### src/rtl/ps2_rx_fifo_if.sv
// Decoder-side bus of the PS/2 receiver: FIFO read port, status strobe and sticky error flags.
// slave = receiver, master = scan-code decoder.
interface ps2_rx_fifo_if #(
    parameter int FIFO_DEPTH = 8
);
    localparam int CW = $clog2(FIFO_DEPTH) + 1;

    logic          rd_en;
    logic          err_clr;
    logic [7:0]    dout;
    logic          valid;
    logic [CW-1:0] count;
    logic          rx_pulse;
    logic          parity_err;
    logic          frame_err;
    logic          overflow;

    modport master (
        output rd_en, err_clr,
        input  dout, valid, count, rx_pulse, parity_err, frame_err, overflow
    );

    modport slave (
        input  rd_en, err_clr,
        output dout, valid, count, rx_pulse, parity_err, frame_err, overflow
    );
endinterface

### src/rtl/ps2_rx_fifo.sv
// PS/2 device-to-host receiver: synchroniser, clock glitch filter, frame checker with
// watchdog, and a first-word-fall-through byte FIFO with sticky error flags.
module ps2_rx_fifo #(
    parameter int FIFO_DEPTH     = 8,
    parameter int FILTER_LEN     = 4,
    parameter int TIMEOUT_CYCLES = 2000
) (
    input  logic           slowClk,
    input  logic           reset,
    input  logic           PS2data,
    input  logic           PS2clk,
    ps2_rx_fifo_if.slave   bus
);
    localparam int AW = $clog2(FIFO_DEPTH);
    localparam int CW = AW + 1;
    localparam int FW = (FILTER_LEN > 1) ? $clog2(FILTER_LEN) : 1;
    localparam int WW = $clog2(TIMEOUT_CYCLES + 1);

    typedef enum logic [1:0] {IDLE, DATA, PARITY, STOP} state_t;

    logic [1:0]    clk_sync_q, clk_sync_d, dat_sync_q, dat_sync_d;
    logic          fclk_q, fclk_d;
    logic [FW-1:0] filt_cnt_q, filt_cnt_d;
    state_t        state_q, state_d;
    logic [2:0]    bit_idx_q, bit_idx_d;
    logic [7:0]    shreg_q, shreg_d;
    logic          par_q, par_d;
    logic [WW-1:0] wd_q, wd_d;
    logic [7:0]    mem_q [FIFO_DEPTH];
    logic [7:0]    mem_d [FIFO_DEPTH];
    logic [AW-1:0] wr_ptr_q, wr_ptr_d, rd_ptr_q, rd_ptr_d;
    logic [CW-1:0] count_q, count_d;
    logic          rx_pulse_q, rx_pulse_d;
    logic          parity_err_q, parity_err_d;
    logic          frame_err_q, frame_err_d;
    logic          overflow_q, overflow_d;

    logic fall, sdat, timeout, good, push, pop, full, not_empty;
    logic frame_set, par_set, ovf_set;

    // Filtered clock only follows the synchronised line after FILTER_LEN matching samples.
    always_comb begin
        clk_sync_d = {clk_sync_q[0], PS2clk};
        dat_sync_d = {dat_sync_q[0], PS2data};
        fclk_d     = fclk_q;
        filt_cnt_d = '0;
        if (clk_sync_q[1] != fclk_q) begin
            if (filt_cnt_q == FW'(FILTER_LEN - 1))
                fclk_d = clk_sync_q[1];
            else
                filt_cnt_d = filt_cnt_q + 1'b1;
        end
        fall = fclk_q & ~fclk_d;
        sdat = dat_sync_q[1];
    end

    always_comb begin
        state_d   = state_q;
        bit_idx_d = bit_idx_q;
        shreg_d   = shreg_q;
        par_d     = par_q;
        wd_d      = '0;
        frame_set = 1'b0;
        par_set   = 1'b0;
        good      = 1'b0;
        timeout   = (state_q != IDLE) && !fall && (wd_q == WW'(TIMEOUT_CYCLES - 1));
        if (state_q != IDLE && !fall)
            wd_d = wd_q + 1'b1;
        if (timeout) begin
            state_d   = IDLE;
            frame_set = 1'b1;
            wd_d      = '0;
        end else if (fall) begin
            case (state_q)
                IDLE: begin
                    if (!sdat) begin
                        state_d   = DATA;
                        bit_idx_d = 3'd0;
                    end else begin
                        frame_set = 1'b1;
                    end
                end
                DATA: begin
                    shreg_d   = {sdat, shreg_q[7:1]};
                    bit_idx_d = bit_idx_q + 1'b1;
                    if (bit_idx_q == 3'd7)
                        state_d = PARITY;
                end
                PARITY: begin
                    par_d   = sdat;
                    state_d = STOP;
                end
                STOP: begin
                    state_d = IDLE;
                    if (!sdat)
                        frame_set = 1'b1;
                    else if (!(^{shreg_q, par_q}))
                        par_set = 1'b1;
                    else
                        good = 1'b1;
                end
                default: state_d = IDLE;
            endcase
        end
    end

    // A full FIFO still accepts a byte when the head is popped in the same cycle.
    always_comb begin
        full      = (count_q == CW'(FIFO_DEPTH));
        not_empty = (count_q != '0);
        pop       = bus.rd_en & not_empty;
        push      = good & (~full | pop);
        ovf_set   = good & full & ~pop;
        mem_d     = mem_q;
        wr_ptr_d  = wr_ptr_q;
        rd_ptr_d  = rd_ptr_q;
        count_d   = count_q;
        if (push) begin
            mem_d[wr_ptr_q] = shreg_q;
            wr_ptr_d        = wr_ptr_q + 1'b1;
        end
        if (pop)
            rd_ptr_d = rd_ptr_q + 1'b1;
        case ({push, pop})
            2'b10:   count_d = count_q + 1'b1;
            2'b01:   count_d = count_q - 1'b1;
            default: count_d = count_q;
        endcase
        rx_pulse_d   = push;
        parity_err_d = par_set   | (parity_err_q & ~bus.err_clr);
        frame_err_d  = frame_set | (frame_err_q  & ~bus.err_clr);
        overflow_d   = ovf_set   | (overflow_q   & ~bus.err_clr);
    end

    always_ff @(posedge slowClk or posedge reset) begin
        if (reset) begin
            clk_sync_q   <= 2'b11;
            dat_sync_q   <= 2'b11;
            fclk_q       <= 1'b1;
            filt_cnt_q   <= '0;
            state_q      <= IDLE;
            bit_idx_q    <= '0;
            shreg_q      <= '0;
            par_q        <= 1'b0;
            wd_q         <= '0;
            mem_q        <= '{default: 8'h00};
            wr_ptr_q     <= '0;
            rd_ptr_q     <= '0;
            count_q      <= '0;
            rx_pulse_q   <= 1'b0;
            parity_err_q <= 1'b0;
            frame_err_q  <= 1'b0;
            overflow_q   <= 1'b0;
        end else begin
            clk_sync_q   <= clk_sync_d;
            dat_sync_q   <= dat_sync_d;
            fclk_q       <= fclk_d;
            filt_cnt_q   <= filt_cnt_d;
            state_q      <= state_d;
            bit_idx_q    <= bit_idx_d;
            shreg_q      <= shreg_d;
            par_q        <= par_d;
            wd_q         <= wd_d;
            mem_q        <= mem_d;
            wr_ptr_q     <= wr_ptr_d;
            rd_ptr_q     <= rd_ptr_d;
            count_q      <= count_d;
            rx_pulse_q   <= rx_pulse_d;
            parity_err_q <= parity_err_d;
            frame_err_q  <= frame_err_d;
            overflow_q   <= overflow_d;
        end
    end

    assign bus.dout       = not_empty ? mem_q[rd_ptr_q] : 8'h00;
    assign bus.valid      = not_empty;
    assign bus.count      = count_q;
    assign bus.rx_pulse   = rx_pulse_q;
    assign bus.parity_err = parity_err_q;
    assign bus.frame_err  = frame_err_q;
    assign bus.overflow   = overflow_q;
endmodule

### src/flat_wrapper.sv
// flat-port wrapper written by rule: the top's interface ports become plain ports
module ps2_rx_fifo_flat 
#(
    parameter int FIFO_DEPTH     = 8,
    parameter int FILTER_LEN     = 4,
    parameter int TIMEOUT_CYCLES = 2000
)
  (slowClk, reset, PS2data, PS2clk, bus_rd_en, bus_err_clr, bus_dout, bus_valid, bus_count, bus_rx_pulse, bus_parity_err, bus_frame_err, bus_overflow);
  ps2_rx_fifo_if #(.FIFO_DEPTH(FIFO_DEPTH)) bus_i ();
  input  logic slowClk;
  input  logic reset;
  input  logic PS2data;
  input  logic PS2clk;
  input wire logic [$bits(bus_i.rd_en)-1:0] bus_rd_en;
  input wire logic [$bits(bus_i.err_clr)-1:0] bus_err_clr;
  output wire logic [$bits(bus_i.dout)-1:0] bus_dout;
  output wire logic [$bits(bus_i.valid)-1:0] bus_valid;
  output wire logic [$bits(bus_i.count)-1:0] bus_count;
  output wire logic [$bits(bus_i.rx_pulse)-1:0] bus_rx_pulse;
  output wire logic [$bits(bus_i.parity_err)-1:0] bus_parity_err;
  output wire logic [$bits(bus_i.frame_err)-1:0] bus_frame_err;
  output wire logic [$bits(bus_i.overflow)-1:0] bus_overflow;
  assign bus_i.rd_en = bus_rd_en;
  assign bus_i.err_clr = bus_err_clr;
  assign bus_dout = bus_i.dout;
  assign bus_valid = bus_i.valid;
  assign bus_count = bus_i.count;
  assign bus_rx_pulse = bus_i.rx_pulse;
  assign bus_parity_err = bus_i.parity_err;
  assign bus_frame_err = bus_i.frame_err;
  assign bus_overflow = bus_i.overflow;
  ps2_rx_fifo #(.FIFO_DEPTH(FIFO_DEPTH), .FILTER_LEN(FILTER_LEN), .TIMEOUT_CYCLES(TIMEOUT_CYCLES)) u_core (.slowClk(slowClk), .reset(reset), .PS2data(PS2data), .PS2clk(PS2clk), .bus(bus_i));
endmodule
### config.mk
export PLATFORM = sky130hd
export DESIGN_NAME = ps2_rx_fifo_flat
export DESIGN_NICKNAME = d
export VERILOG_FILES = /design/src/rtl/ps2_rx_fifo_if.sv /design/src/rtl/ps2_rx_fifo.sv /design/src/flat_wrapper.sv
export SDC_FILE = /design/constraint.sdc
export NUM_CORES = 1
export LEC_CHECK = 0
export BUFFER_PORTS_ARGS = -buffer_cell sky130_fd_sc_hd__buf_2
export CAP_MARGIN = 20
export CORE_ASPECT_RATIO = 1.4
export CORE_MARGIN = 2
export CORE_UTILIZATION = 42
export CTS_CLUSTER_DIAMETER = 50
export CTS_CLUSTER_SIZE = 12
export DETAILED_ROUTE_END_ITERATION = 7
export SETUP_SLACK_MARGIN = 0.02
export SLEW_MARGIN = 20
export SYNTH_ARGS = -nofsm -noshare
export SYNTH_HDL_FRONTEND = slang
export SYNTH_SLANG_ARGS = --single-unit
### constraint.sdc
create_clock -name slowClk -period 5.8 [get_ports slowClk]
set_input_delay 1.16 -clock slowClk [delete_from_list [all_inputs] [get_ports slowClk]]
set_output_delay 1.16 -clock slowClk [all_outputs]
set_load 0.01 [all_outputs]
==> summary by stage <==
Critical path
The startpoint of the worst-slack reg-to-reg timing path is u_core.shreg_q[6]. At the worst endpoint, the arrival time is around 2.3 ns. The type of destination of the critical path is an output port. The worst setup path is launched from a flip-flop. The setup check on the worst reg-to-reg path leaves a slack of 2.45 ns. Counting cells, the worst reg-to-reg path comes to 10.

Along the worst path, the maximum fanout reaches 10. The setup path with the least slack is of type flip-flop to output port. The capturing point of the worst reg2reg path is u_core.bus.count[2].

At the worst endpoint, the required time is 4.64 ns.

Layout
Compared with the post-synthesis result, the final layout area differs by 10.00%. The share of the core filled with cells in the final layout is 47.38%. The number of nets in the layout is ~420.

The finished cells cover 5862 um^2. The post-route netlist has 36.09% of its cells at a drive strength greater than 1. The number of fill cells is roughly 1,100.

The sequential standard cell area is 2759 um^2. The total area of multi-input combinational cells is 2420 um^2. The number of diodes added for antenna fixing is 0.

CTS
The cell at the root of the clock tree is clkbuf_16. The number of buffers on the longest clock path is 2. The clock-pin slew reported for the worst setup and hold paths after clock tree synthesis is 0.07 ns.

The number of buffers inserted to repair setup after CTS is 0. The tree built by TritonCTS fans out to 110 sinks. Buffers inserted during clock tree synthesis total 9. The clock reaches the later pin of the worst-skew pair after 0.34 ns. The maximum level of the CTS H-tree is 3. TritonCTS built the clock tree. The post-CTS resize count is 0. In this run, post-CTS hold repair placed 0 buffers.

Synthesis
Counting flops with a built-in enable in the synthesized netlist gives 0. The async set or reset register ratio after synthesis is 100.0%. The flop and latch count out of synthesis is 110. The post-synthesis net count is roughly 400.

In the synthesized netlist the dominant register cell turns out to be dfrtp_1. The cell count after synthesis is approximately 380. The number of library cell types mapped by synthesis is 45. The proportion of synthesized chip area in sequential cells is roughly 52%. The mapped netlist covers 5329 um^2. A synthesized cell averages 13.88 um^2. The Yosys step of the flow raised 0 warnings.

Floorplanning
The full die area is 13,620 um^2. Once the floorplan was initialized, standard cells occupied a little over two fifths of the core. From bottom edge to top edge, the die measures 137.3 um. 23 I/O pins were placed. The die width is 99.20 um. The core box area is 12,370 um^2.

The initialized floorplan defines 48 standard-cell rows.

Placed design
Once placement finished, the instance area stood at between 5000 and 6000 um^2. The total half-perimeter wirelength after legalization and detailed placement is 6543 um. The congestion estimate from routability-driven global placement came to 0.7532. During placement, the flow inserted port buffers numbering 22.

The worst setup slack after placement is 2.074 ns.

STA
Setup repair after global routing left no endpoint under its margin. The final worst-path setup slack is 2.334 ns. The worst pin sits at a relative slew slack of 33.97%. The number of failing hold endpoints at the final stage is 0.

On the final layout, the worst hold slack is 0.3597 ns. The setup clock skew after layout is 0.007233 ns. The setup violation total in the final timing report is 0. The share of the clock period used by the worst path is 59.77%. The achievable frequency is 288.5 MHz. After routing, the total negative slack on setup checks comes to 0 ns. At the pin with the least slew margin, the transition time is 0.9713 ns. The number of pins exceeding their max-slew limit in the final report is 0.

Subtracting the final worst setup slack from the clock period gives 3.466 ns.

Drt
After detailed routing, the wire length on met1 is between 4000 and 5000 um. The routed wire length on met2 is about 4700 um. The number of vias in the routed layout is between 2,000 and 3,000. The post-detailed-route DRC marker count is 0. The wire length reported by the detailed router is 9508 um.

The total iterations of the first detailed-routing run is 4. The ratio of routed vias to standard cells is roughly 5.4. In the final routed layout, each cell accounts on average for roughly 17 um.

The total length of routed met3 wires is 180 um. After the first detailed-routing iteration, the DRC count stood at 100. In this run the top signal layer used is met4. The detail route stage leaves a number of antenna-violating nets equal to 0.

Min path
Along the worst hold path, the cell count comes to 0. The class of the most critical hold timing path is flip-flop to flip-flop. The startpoint of the most critical hold path is u_core.dat_sync_q[0]. For hold timing, the worst endpoint is u_core.dat_sync_q[1].

Power
The power per unit of standard cell area is 325.4 nW/um^2. Summed over all cells, the static leakage comes to 2.864 nW. The highest ir drop seen on vdd is 159.0 uV.

Global route
The residual overflow from global routing is 0. The combined global-route utilization of all metal layers is 15.36%. The initial antenna violation count is 0. Entering global routing, the biggest net connects 62 pins.

The first global-routing pass estimated 16,150 um of wire. The number of global-route vias before repair is 3,079.

Run status
The run finished with clean final reports.

Flow run
The number of maximum-capacitance violations is 0.
==> cell families (layout without fill, tap and decap cells) <==
kind of cell	after synthesis	after routing	share of synthesized area [%]
AO/OA/AOI/OAI	19	19	2.771
XOR/XNOR	25	25	4.649
adder cells (fa/ha/maj)	14	14	3.287
buffers and inverters	36	51	2.888
flip-flops	110	110	51.77
multiplexers	104	104	26.79
AND/OR/NAND/NOR	76	76	7.843
==> worst max path at each step <==
stage          cells past startpoint                   to                start  slack, ns
2_1_floorplan                      1  u_core.bit_idx_q[0]                reset       1.75
3_3_place_gp                      11  u_core.bus.count[2]            bus_rd_en       2.11
3_5_place_dp                      11  u_core.bus.count[2]            bus_rd_en       2.07
4_1_cts                            4          bus_dout[4]  u_core.bus.count[1]       2.23
5_1_grt                           10  u_core.bus.count[2]    u_core.shreg_q[5]       2.15
6_report                           4          bus_dout[4]  u_core.bus.count[1]       2.33
==> placed cells by master, fill, tap and decap left out, types with 4 or more instances in the layout <==
cell / count
mux2_4: 24
nor2_1: 28
mux2_2: 53
dfrtp_1: 105
nand3_1: 6
xor2_1: 12
dfstp_2: 5
ha_1: 14
mux2i_1: 10
nand2_1: 17
clkbuf_16: 9
o21ai_0: 4
inv_1: 11
mux4_2: 16
buf_2: 22
a21oi_1: 4
xnor2_1: 11
==> cells in the mapped netlist, types with 2 or more instances <==
master	number	area (um^2)
or4b_1	3	30.03
ha_1	14	175.2
nor2_1	28	105.1
nand2b_1	2	12.51
nor2b_1	3	18.77
nand3_1	6	30.03
nor4_4	2	42.54
dfstp_2	5	131.4
and3_1	2	12.51
clkbuf_1	13	48.80
xnor2_1	11	96.34
nor3_1	2	10.01
a21oi_1	4	20.02
o21ai_0	4	20.02
mux2_2	53	596.8
mux4_2	16	360.4
a32o_1	3	30.03
and3b_1	2	17.52
inv_1	12	45.04
xor2_1	12	105.1
buf_4	4	30.03
mux2i_1	11	110.1
mux2_4	24	360.4
nand2_1	17	63.81
nor3b_1	2	15.01
buf_1	4	15.01
buf_2	3	15.01
dfrtp_1	105	2628
==> metrics by stage <==
step / cells / power [mW]
floorplan: 384 / 1.174
global placement: 534 / 1.266
detailed placement: 534 / 1.273
CTS: 549 / 1.944
global route: 549 / 2.022
finish: 549 / 1.908
==> power breakdown <==
group	switching, mW	internal [mW]	total, mW
Clock	0.263	0.398	0.661
Sequential	0.101	0.819	0.921
Combinational	0.170	0.156	0.326
Total	0.534	1.37	1.91
==> state kept, by name, indices dropped and copies added, names as in the netlist <==
name,flops
u_core.clk_sync_q,2
u_core.mem_q,64
u_core.bus.overflow,1
u_core.bus.frame_err,1
u_core.rd_ptr_q,3
u_core.shreg_q,8
u_core.bus.parity_err,1
u_core.bit_idx_q,3
u_core.state_q,2
u_core.par_q,1
u_core.fclk_q,1
u_core.bus.rx_pulse,1
u_core.dat_sync_q,2
u_core.wd_q,11
u_core.bus.count,4
u_core.wr_ptr_q,3
u_core.filt_cnt_q,2
==> routing by layer <==
metal	GRT usage [%]	vias to the layer above
li1	-	1378
met1	20.70	1539
met2	24.59	28
met3	2.131	17
met4	7.382	0
met5	0	-
==> critical path, cell delays in order, from the launching register on <==
cell and delay (ns):
dfrtp_1 0.46, or3_1 0.42, nor2_1 0.76, nor2_1 0.13, buf_2 0.18
==> layout make-up <==
class | count | area share, %
clock buffer | 11 | 4.312
clock inverter | 4 | 1.195
inverter | 12 | 0.8111
multi-input combinational | 238 | 41.28
sequential | 110 | 47.07
tap | 150 | 3.202
timing repair buffer | 24 | 2.134
Note: power is estimated with default switching activity, not from simulation.
